**src/rtl/mips_multicycle_core.sv**
```systemverilog
// Multi-cycle MIPS32 core: a single memory port shared by fetch and load/store,
// a five-state control FSM and an internal 32x32 register file.
module mips_multicycle_core #(
    parameter logic [31:0] RESET_PC   = 32'h0000_0000,
    parameter bit          ENABLE_JAL = 1'b1
) (
    input  logic        clk,
    input  logic        reset,
    output logic [31:0] mem_addr,
    output logic        mem_re,
    output logic        mem_we,
    output logic [31:0] mem_wdata,
    input  logic [31:0] mem_rdata,
    input  logic        mem_ready,
    output logic [31:0] pc_o,
    output logic [2:0]  state_o,
    output logic        retire_o,
    output logic        illegal_o
);
    localparam int unsigned XLEN = 32;
    localparam int unsigned NREG = 32;
    localparam int unsigned RIDX = 5;

    typedef enum logic [2:0] {
        S_FETCH  = 3'd0,
        S_DECODE = 3'd1,
        S_EXEC   = 3'd2,
        S_MEM    = 3'd3,
        S_WB     = 3'd4
    } state_e;

    state_e            state_q, state_d;
    logic [XLEN-1:0]   pc_q, pc_d, ir_q, ir_d, a_q, a_d, b_q, b_d;
    logic [XLEN-1:0]   alu_q, alu_d, mdr_q, mdr_d;
    logic              retire_q, retire_d, illegal_q, illegal_d;
    logic [XLEN-1:0]   rf_q [NREG];
    logic              rf_we;
    logic [RIDX-1:0]   rf_waddr;
    logic [XLEN-1:0]   rf_wdata;

    // Instruction fields and decode
    logic [5:0]      opcode, funct;
    logic [RIDX-1:0] rs, rt, rd, shamt;
    logic [15:0]     imm16;
    logic [25:0]     imm26;
    logic [XLEN-1:0] sext_imm, rs_val, rt_val, alu_r, jump_tgt;
    logic            is_alu_r, is_jr, is_addi, is_lw, is_sw, is_beq, is_j, is_jal, is_legal;

    assign opcode   = ir_q[31:26];
    assign rs       = ir_q[25:21];
    assign rt       = ir_q[20:16];
    assign rd       = ir_q[15:11];
    assign shamt    = ir_q[10:6];
    assign funct    = ir_q[5:0];
    assign imm16    = ir_q[15:0];
    assign imm26    = ir_q[25:0];
    assign sext_imm = {{16{imm16[15]}}, imm16};
    assign jump_tgt = {pc_q[31:28], imm26, 2'b00};
    assign rs_val   = (rs == '0) ? '0 : rf_q[rs];
    assign rt_val   = (rt == '0) ? '0 : rf_q[rt];

    assign is_alu_r = (opcode == 6'h00) &&
                      (funct == 6'h20 || funct == 6'h22 || funct == 6'h24 ||
                       funct == 6'h25 || funct == 6'h2A || funct == 6'h00);
    assign is_jr    = (opcode == 6'h00) && (funct == 6'h08);
    assign is_addi  = (opcode == 6'h08);
    assign is_lw    = (opcode == 6'h23);
    assign is_sw    = (opcode == 6'h2B);
    assign is_beq   = (opcode == 6'h04);
    assign is_j     = (opcode == 6'h02);
    assign is_jal   = ENABLE_JAL && (opcode == 6'h03);
    assign is_legal = is_alu_r | is_jr | is_addi | is_lw | is_sw | is_beq | is_j | is_jal;

    // R-type ALU result from the latched operands
    always_comb begin
        alu_r = '0;
        case (funct)
            6'h20:   alu_r = a_q + b_q;
            6'h22:   alu_r = a_q - b_q;
            6'h24:   alu_r = a_q & b_q;
            6'h25:   alu_r = a_q | b_q;
            6'h2A:   alu_r = {{(XLEN-1){1'b0}}, ($signed(a_q) < $signed(b_q))};
            6'h00:   alu_r = b_q << shamt;
            default: alu_r = '0;
        endcase
    end

    // Control FSM next state, datapath next values and memory request
    always_comb begin
        state_d   = state_q;
        pc_d      = pc_q;
        ir_d      = ir_q;
        a_d       = a_q;
        b_d       = b_q;
        alu_d     = alu_q;
        mdr_d     = mdr_q;
        retire_d  = 1'b0;
        illegal_d = 1'b0;
        rf_we     = 1'b0;
        rf_waddr  = '0;
        rf_wdata  = '0;
        mem_addr  = '0;
        mem_re    = 1'b0;
        mem_we    = 1'b0;
        mem_wdata = '0;
        case (state_q)
            S_FETCH: begin
                mem_re   = 1'b1;
                mem_addr = {pc_q[31:2], 2'b00};
                if (mem_ready) begin
                    ir_d    = mem_rdata;
                    pc_d    = pc_q + XLEN'(4);
                    state_d = S_DECODE;
                end
            end
            S_DECODE: begin
                a_d     = rs_val;
                b_d     = rt_val;
                alu_d   = pc_q + {sext_imm[29:0], 2'b00};
                state_d = S_FETCH;
                if (!is_legal) begin
                    illegal_d = 1'b1;
                end else if (is_j || is_jal) begin
                    pc_d     = jump_tgt;
                    retire_d = 1'b1;
                    if (is_jal) begin
                        rf_we    = 1'b1;
                        rf_waddr = RIDX'(31);
                        rf_wdata = pc_q;
                    end
                end else if (is_jr) begin
                    pc_d     = rs_val;
                    retire_d = 1'b1;
                end else begin
                    state_d = S_EXEC;
                end
            end
            S_EXEC: begin
                state_d = S_FETCH;
                if (is_alu_r) begin
                    alu_d   = alu_r;
                    state_d = S_WB;
                end else if (is_addi) begin
                    alu_d   = a_q + sext_imm;
                    state_d = S_WB;
                end else if (is_lw || is_sw) begin
                    alu_d   = a_q + sext_imm;
                    state_d = S_MEM;
                end else begin
                    if (a_q == b_q) pc_d = alu_q;
                    retire_d = 1'b1;
                end
            end
            S_MEM: begin
                mem_addr = {alu_q[31:2], 2'b00};
                if (is_lw) begin
                    mem_re = 1'b1;
                end else begin
                    mem_we    = 1'b1;
                    mem_wdata = b_q;
                end
                if (mem_ready) begin
                    if (is_lw) begin
                        mdr_d   = mem_rdata;
                        state_d = S_WB;
                    end else begin
                        retire_d = 1'b1;
                        state_d  = S_FETCH;
                    end
                end
            end
            S_WB: begin
                rf_we    = 1'b1;
                rf_waddr = (is_lw || is_addi) ? rt : rd;
                rf_wdata = is_lw ? mdr_q : alu_q;
                retire_d = 1'b1;
                state_d  = S_FETCH;
            end
            default: state_d = S_FETCH;
        endcase
    end

    // State and datapath registers
    always_ff @(posedge clk) begin
        if (reset) begin
            state_q   <= S_FETCH;
            pc_q      <= RESET_PC;
            ir_q      <= '0;
            a_q       <= '0;
            b_q       <= '0;
            alu_q     <= '0;
            mdr_q     <= '0;
            retire_q  <= 1'b0;
            illegal_q <= 1'b0;
        end else begin
            state_q   <= state_d;
            pc_q      <= pc_d;
            ir_q      <= ir_d;
            a_q       <= a_d;
            b_q       <= b_d;
            alu_q     <= alu_d;
            mdr_q     <= mdr_d;
            retire_q  <= retire_d;
            illegal_q <= illegal_d;
        end
    end

    // Register file; entry 0 is never written
    always_ff @(posedge clk) begin
        if (reset) begin
            for (int unsigned i = 0; i < NREG; i++) rf_q[i] <= '0;
        end else if (rf_we && (rf_waddr != '0)) begin
            rf_q[rf_waddr] <= rf_wdata;
        end
    end

    assign pc_o      = pc_q;
    assign state_o   = state_q;
    assign retire_o  = retire_q;
    assign illegal_o = illegal_q;
endmodule

```
**config.mk**
```make
export PLATFORM = sky130hd
export DESIGN_NAME = mips_multicycle_core
export DESIGN_NICKNAME = d
export VERILOG_FILES = /design/src/rtl/mips_multicycle_core.sv
export SDC_FILE = /design/constraint.sdc
export NUM_CORES = 2
export LEC_CHECK = 0
export CORE_AREA = 2 2 535 537
export CTS_CLUSTER_SIZE = 20
export DETAILED_ROUTE_END_ITERATION = 12
export DIE_AREA = 0 0 537 539
export DONT_BUFFER_PORTS = 1
export SYNTH_ARGS = -nofsm -noshare
export SYNTH_HDL_FRONTEND = slang
export SYNTH_SLANG_ARGS = --single-unit
```
**constraint.sdc**
```tcl
create_clock -name clk -period 10.8 [get_ports clk]
set_input_delay 1.62 -clock clk [delete_from_list [all_inputs] [get_ports clk]]
set_output_delay 1.62 -clock clk [all_outputs]
set_load 0.03 [all_outputs]
```
### After elaboration in Yosys (flattened, before gate mapping)

Memory sizes are Yosys's and may differ from the RTL's. A register that Yosys moved wholly into a read port is not among the register bits.
Index checks and enable logic that the tools add are counted.
Widths: inputs -> output; s select.

* order comparisons: 1
* reduce and logical (&&, ||, !) cells: 27
* mux-type cells: 68
* $add $sub $neg: 5
* shift operators: 1
* bitwise gates (word level): 10
* equality and inequality tests: 28

Operator list (number)
* $mux 32: 20
* $pmux 32 s2: 3
* $pmux 32 s6: 1
* $add 32x32->32: 3
* $pmux 32 s3: 1
* $mux 5: 9
* $eq 6x6->1 const B: 7
* $add 32x3->32 const B: 1
* $and 32x32->32: 1
* $eq 32x32->1: 1
* $lt 32x32->1: 1
* $or 32x32->32: 1
* $reduce_or 32->1: 1
* $shl 32x5->32: 1
* $sub 32x32->32: 1
* $mux 1: 20
* $ne 2x2->1 const B: 9
* $mux 3: 5
* $eq 6x2->1 const B: 2
* $eq 6x4->1 const B: 2
* $logic_not 6->1: 2
* $pmux 3 s4: 1
* $logic_not 5->1: 2
* $pmux 5 s2: 1
* other kinds (22): 44

* output and inout bits: 103
* register bits after elaboration: 197
* memories: 1
* logic and storage cells: 151
* bits of input ports: 35
* RAM bits: 1024

Memory list
* rf_q: depth 32, bits a word 32, read ports 2, clocked after memory_dff 2, write ports 32, line 36 `logic [XLEN-1:0] rf_q [NREG];`

### Longest topological paths before layout

* depth after elaboration: 23
* mapped depth: 16
* mapped depth without buffers: 15

### Worst setup path before layout

OpenSTA, ideal clock, no wires.

* kind: input -> register
* from: in reset
* to: mem rf_q[24][0] (enable)
* required time: 10.406 ns
* data arrival time: 3.489 ns
* buffers on the path: 1
* stages on the path: 5
* library setup time: 0.394 ns
* path slack: 6.917 ns
* cells stage by stage: clkbuf_1 -> or3_1 -> nor3_2 -> nand2_1 -> nand2b_1

RTL lines
* start: declaration: line 8 `input logic reset,`
* end: declaration: line 36

### Final worst setup path

* from: reg ir_q[28]
* to: out mem_re

* longest elaborated chain between the ends: 3

Ends and longest elaborated chain
* start: declaration: line 33 `logic [XLEN-1:0] pc_q, pc_d, ir_q, ir_d, a_q, a_d, b_q, b_d;`
* start signal: assignment: line 198 `ir_q <= ir_d;`
* $eq 6x6->1: line 67 `assign is_lw = (opcode == 6'h23);`
* $mux 1: line 156 `if (is_lw) begin`
* $pmux 1 s2: line 106 `case (state_q)`
* end: declaration: line 10 `output logic mem_re,`

Every way passes these cells.

==> results.sh <==
export IMPL_ctsResizeCount=0
export IMPL_wl_met3_um=38200
export IMPL_cts_buffers=135
export IMPL_io_buffers=0
export IMPL_globalRouteOverflowTotal=0
export IMPL_worstHoldPathType="reg -> reg"
export IMPL_setup_viol=0
export IMPL_p_int_mw=8.55
export IMPL_wl_met1_um=107000
export IMPL_grt_first_pass_wirelength_um=392000
export IMPL_synth_flop_cell="edfxtp_1"
export IMPL_critPathKind="reg -> out"
export IMPL_cts_tree="built"
export IMPL_vias=53800
export IMPL_yosys_top_cells_count="nor2_1 (1290), edfxtp_1 (1024), mux4_2 (648)"
export IMPL_synth_edf_count=1024
export IMPL_first_iter_violations=8722
export IMPL_yosys_warnings=0
export IMPL_rows=196
export IMPL_gp_congestion=0.959
export IMPL_multiInputGateArea_um2=33700
export IMPL_clk_latency_ns=0.81
export IMPL_drv_slew=0
export IMPL_max_freq_ghz=0.178
export IMPL_async_flop_share=0
export IMPL_synth_most_common_cell="nor2_1"
export IMPL_syn_instance_count=5988
export IMPL_ys_ff_latch=1231
export IMPL_slew_headroom=0.0949
export IMPL_synth_top_cell_by_area="edfxtp_1"
export IMPL_start_util=0.249
export IMPL_cts_root_buf="clkbuf_16"
export IMPL_cts_buffer_depth=3
export IMPL_grt_pass1_vias=50600
export IMPL_n_fill_cell=29100
export IMPL_final_hold_viol_count=0
export IMPL_ant_nets=0
export IMPL_die_area_um2=289000
export IMPL_setup_tns_final_ns=0
export IMPL_postCtsHoldBufs=0
export IMPL_final_layout_size_suffix_gt1_frac=0.191
export IMPL_core_area_um2=284000
export IMPL_fin_total_pwr_mw=12.1
export IMPL_ir_worst_vdd_v=0.000158
export IMPL_post_cts_buffers=0
export IMPL_die_x_um=537
export IMPL_grt_start_max_net_pins=265
export IMPL_seqCellArea_um2=34900
export IMPL_power_leakage_nw=24.7
export IMPL_rsz0062_at_grt="no"
export IMPL_hpwlAfterDp_um=193000
export IMPL_p_seq_frac=0.458
export IMPL_status="finished clean"
export IMPL_arrival_ns=3.99
export IMPL_die_y_um=539
export IMPL_synth_area_um2=70700
export IMPL_critical_path_startpoint_type="flip-flop"
export IMPL_worst_slew_pin_slew_ns=1.35
export IMPL_avgViaCountPerCell=5.59
export IMPL_drc_errors=0
export IMPL_ys_seq_area_frac=0.494
export IMPL_highest_layer="met5"
export IMPL_drt_pass1_iterations=8
export IMPL_synthTopCellsByArea="edfxtp_1 (43%), mux4_2 (21%), nor2_1 (6.8%), dfxtp_1 (5.9%), a21oi_1 (3.0%)"
export IMPL_syn2layout_area_growth_pct=12.0
export IMPL_synth_top_area_frac=0.435
export IMPL_max_cap_violations=0
export IMPL_io_pin_count=138
export IMPL_yosysUniqueCellTypes=83
export IMPL_grt_usage=0.187
export IMPL_nNetsFinal=5942
export IMPL_fin_crit_sh=0.519
export IMPL_powerDensity_nw_per_um2=153
export IMPL_finClkSkew_ns=0.0442
export IMPL_worstPathMaxFanout=35
export IMPL_wl_per_cell_um=28.9
export IMPL_pwr_share_comb=0.160
export IMPL_dp_cells=9371
export IMPL_fin_crit_ns=5.61
export IMPL_cts_sinks=1231
export IMPL_wl_um=279000
export IMPL_critPathRequiredTime_ns=9.18
export IMPL_pwr_share_clk=0.382
export IMPL_synth_area_per_cell_um2=11.8
export IMPL_antenna_found_initial=19
export IMPL_path_clk_slew_ns=0.06
export IMPL_cts_htree_levels=4
export IMPL_final_cells=9629
export IMPL_route_met2_wl_um=124000
export IMPL_end_kind="output port"
export IMPL_switching_share=0.292
export IMPL_p_switching_mw=3.53
registers in the layout (all words and copies together), names as in the netlist, named ones only:
signal,count
retire_o,1
a_q,32
b_q,32
illegal_o,1
rf_q,1024
ir_q,32
pc_o,32
state_o,3
mdr_q,32
alu_q,32
power by group through the flow:
stage / logic (mW) / clock network, mW / registers (mW)
after floorplan: 1.23 / 0 / 5.51
after global placement: 1.88 / 0 / 5.61
after detailed placement: 1.88 / 0 / 5.62
after CTS: 1.89 / 4.62 / 5.52
after global routing: 2.00 / 4.79 / 5.54
final: 1.94 / 4.61 / 5.53
layout make-up:
| cell class | count | area share |
|---|---|---|
| Sequential cell | 1231 | 0.441 |
| Multi-Input combinational cell | 4118 | 0.425 |
| Tap cell | 3762 | 0.0595 |
| Clock buffer | 185 | 0.0462 |
| Timing Repair Buffer | 138 | 0.0136 |
| Clock inverter | 58 | 0.00803 |
| Inverter | 122 | 0.00579 |
| Antenna cell | 15 | 0.000474 |
routing by layer:
| metal | vias to the layer above | GRT usage |
|---|---|---|
| met5 | - | 0 |
| met1 | 27600 | 0.254 |
| met3 | 442 | 0.0572 |
| li1 | 21900 | - |
| met2 | 3894 | 0.283 |
| met4 | 10 | 0.0595 |
worst paths after layout:
| check | startpoint | endpoint | slack, ns | cells after the start |
|---|---|---|---|---|
| worst max-delay path | ir_q[28] | mem_re | 5.19 | 6 |
| worst min-delay path | mdr_q[22] | mdr_q[22] | 0.46 | 2 |
| worst max register to register | state_o[2] | rf_q[27][12] | 5.44 | 6 |
| worst min register to register | mdr_q[22] | mdr_q[22] | 0.46 | 2 |
through the flow:
step,util,setup WS (ns),cell area [um2],hold slack (ns)
3_5_place_dp,0.263,5.62,74800,0.447
5_1_grt,0.279,5.02,79100,0.477
6_report,0.279,5.19,79200,0.457
3_3_place_gp,0.263,5.54,74800,0.442
2_1_floorplan,-,6.92,70800,0.437
4_1_cts,0.279,5.25,79100,0.456
cells by family (layout without fill, tap and decap cells):
| kind of cell | after synthesis | count (layout) | synth area share |
|---|---|---|---|
| AO/OA/AOI/OAI | 969 | 969 | 0.0853 |
| XOR/XNOR | 92 | 92 | 0.0114 |
| adder cells (fa/ha/maj) | 161 | 161 | 0.0289 |
| buffers and inverters | 672 | 503 | 0.0373 |
| flip-flops | 1231 | 1231 | 0.494 |
| multiplexers | 751 | 751 | 0.221 |
| other | 1 | 49 | 0.0000530 |
| AND/OR/NAND/NOR | 2111 | 2111 | 0.122 |
critical path: stages (launching register included):
cell	delay, ns
dfxtp_1	0.35
nor2_1	0.30
nand4_1	0.37
nor2_4	0.77
buf_4	0.55
nand2_1	0.38
nand2b_1	0.45
placed cells by master (no fill, tap or decap), types with 17 or more instances in the layout:
| master | instances |
|---|---|
| nor2_1 | 1287 |
| edfxtp_1 | 1024 |
| mux4_2 | 648 |
| nand2_1 | 475 |
| a21oi_1 | 384 |
| dfxtp_1 | 193 |
| ha_1 | 157 |
| o21ai_0 | 143 |
| clkbuf_16 | 137 |
| buf_4 | 135 |
| inv_1 | 118 |
| mux2i_1 | 92 |
| nor3_1 | 78 |
| a211oi_1 | 71 |
| xnor2_1 | 65 |
| clkbuf_1 | 43 |
| a21o_1 | 38 |
| nand2b_1 | 37 |
| conb_1 | 34 |
| nand2_2 | 32 |
| a22o_1 | 31 |
| nand2b_2 | 31 |
| a21oi_2 | 31 |
| nand3_1 | 30 |
| a31oi_1 | 29 |
| a221oi_1 | 29 |
| o211ai_1 | 28 |
| xor2_1 | 27 |
| clkinv_1 | 26 |
| o21bai_1 | 25 |
| a22oi_1 | 21 |
| nand4_1 | 18 |
| o31ai_1 | 18 |
| nor2b_1 | 17 |
| o21a_1 | 17 |
Note: power is estimated with default switching activity, not from simulation.
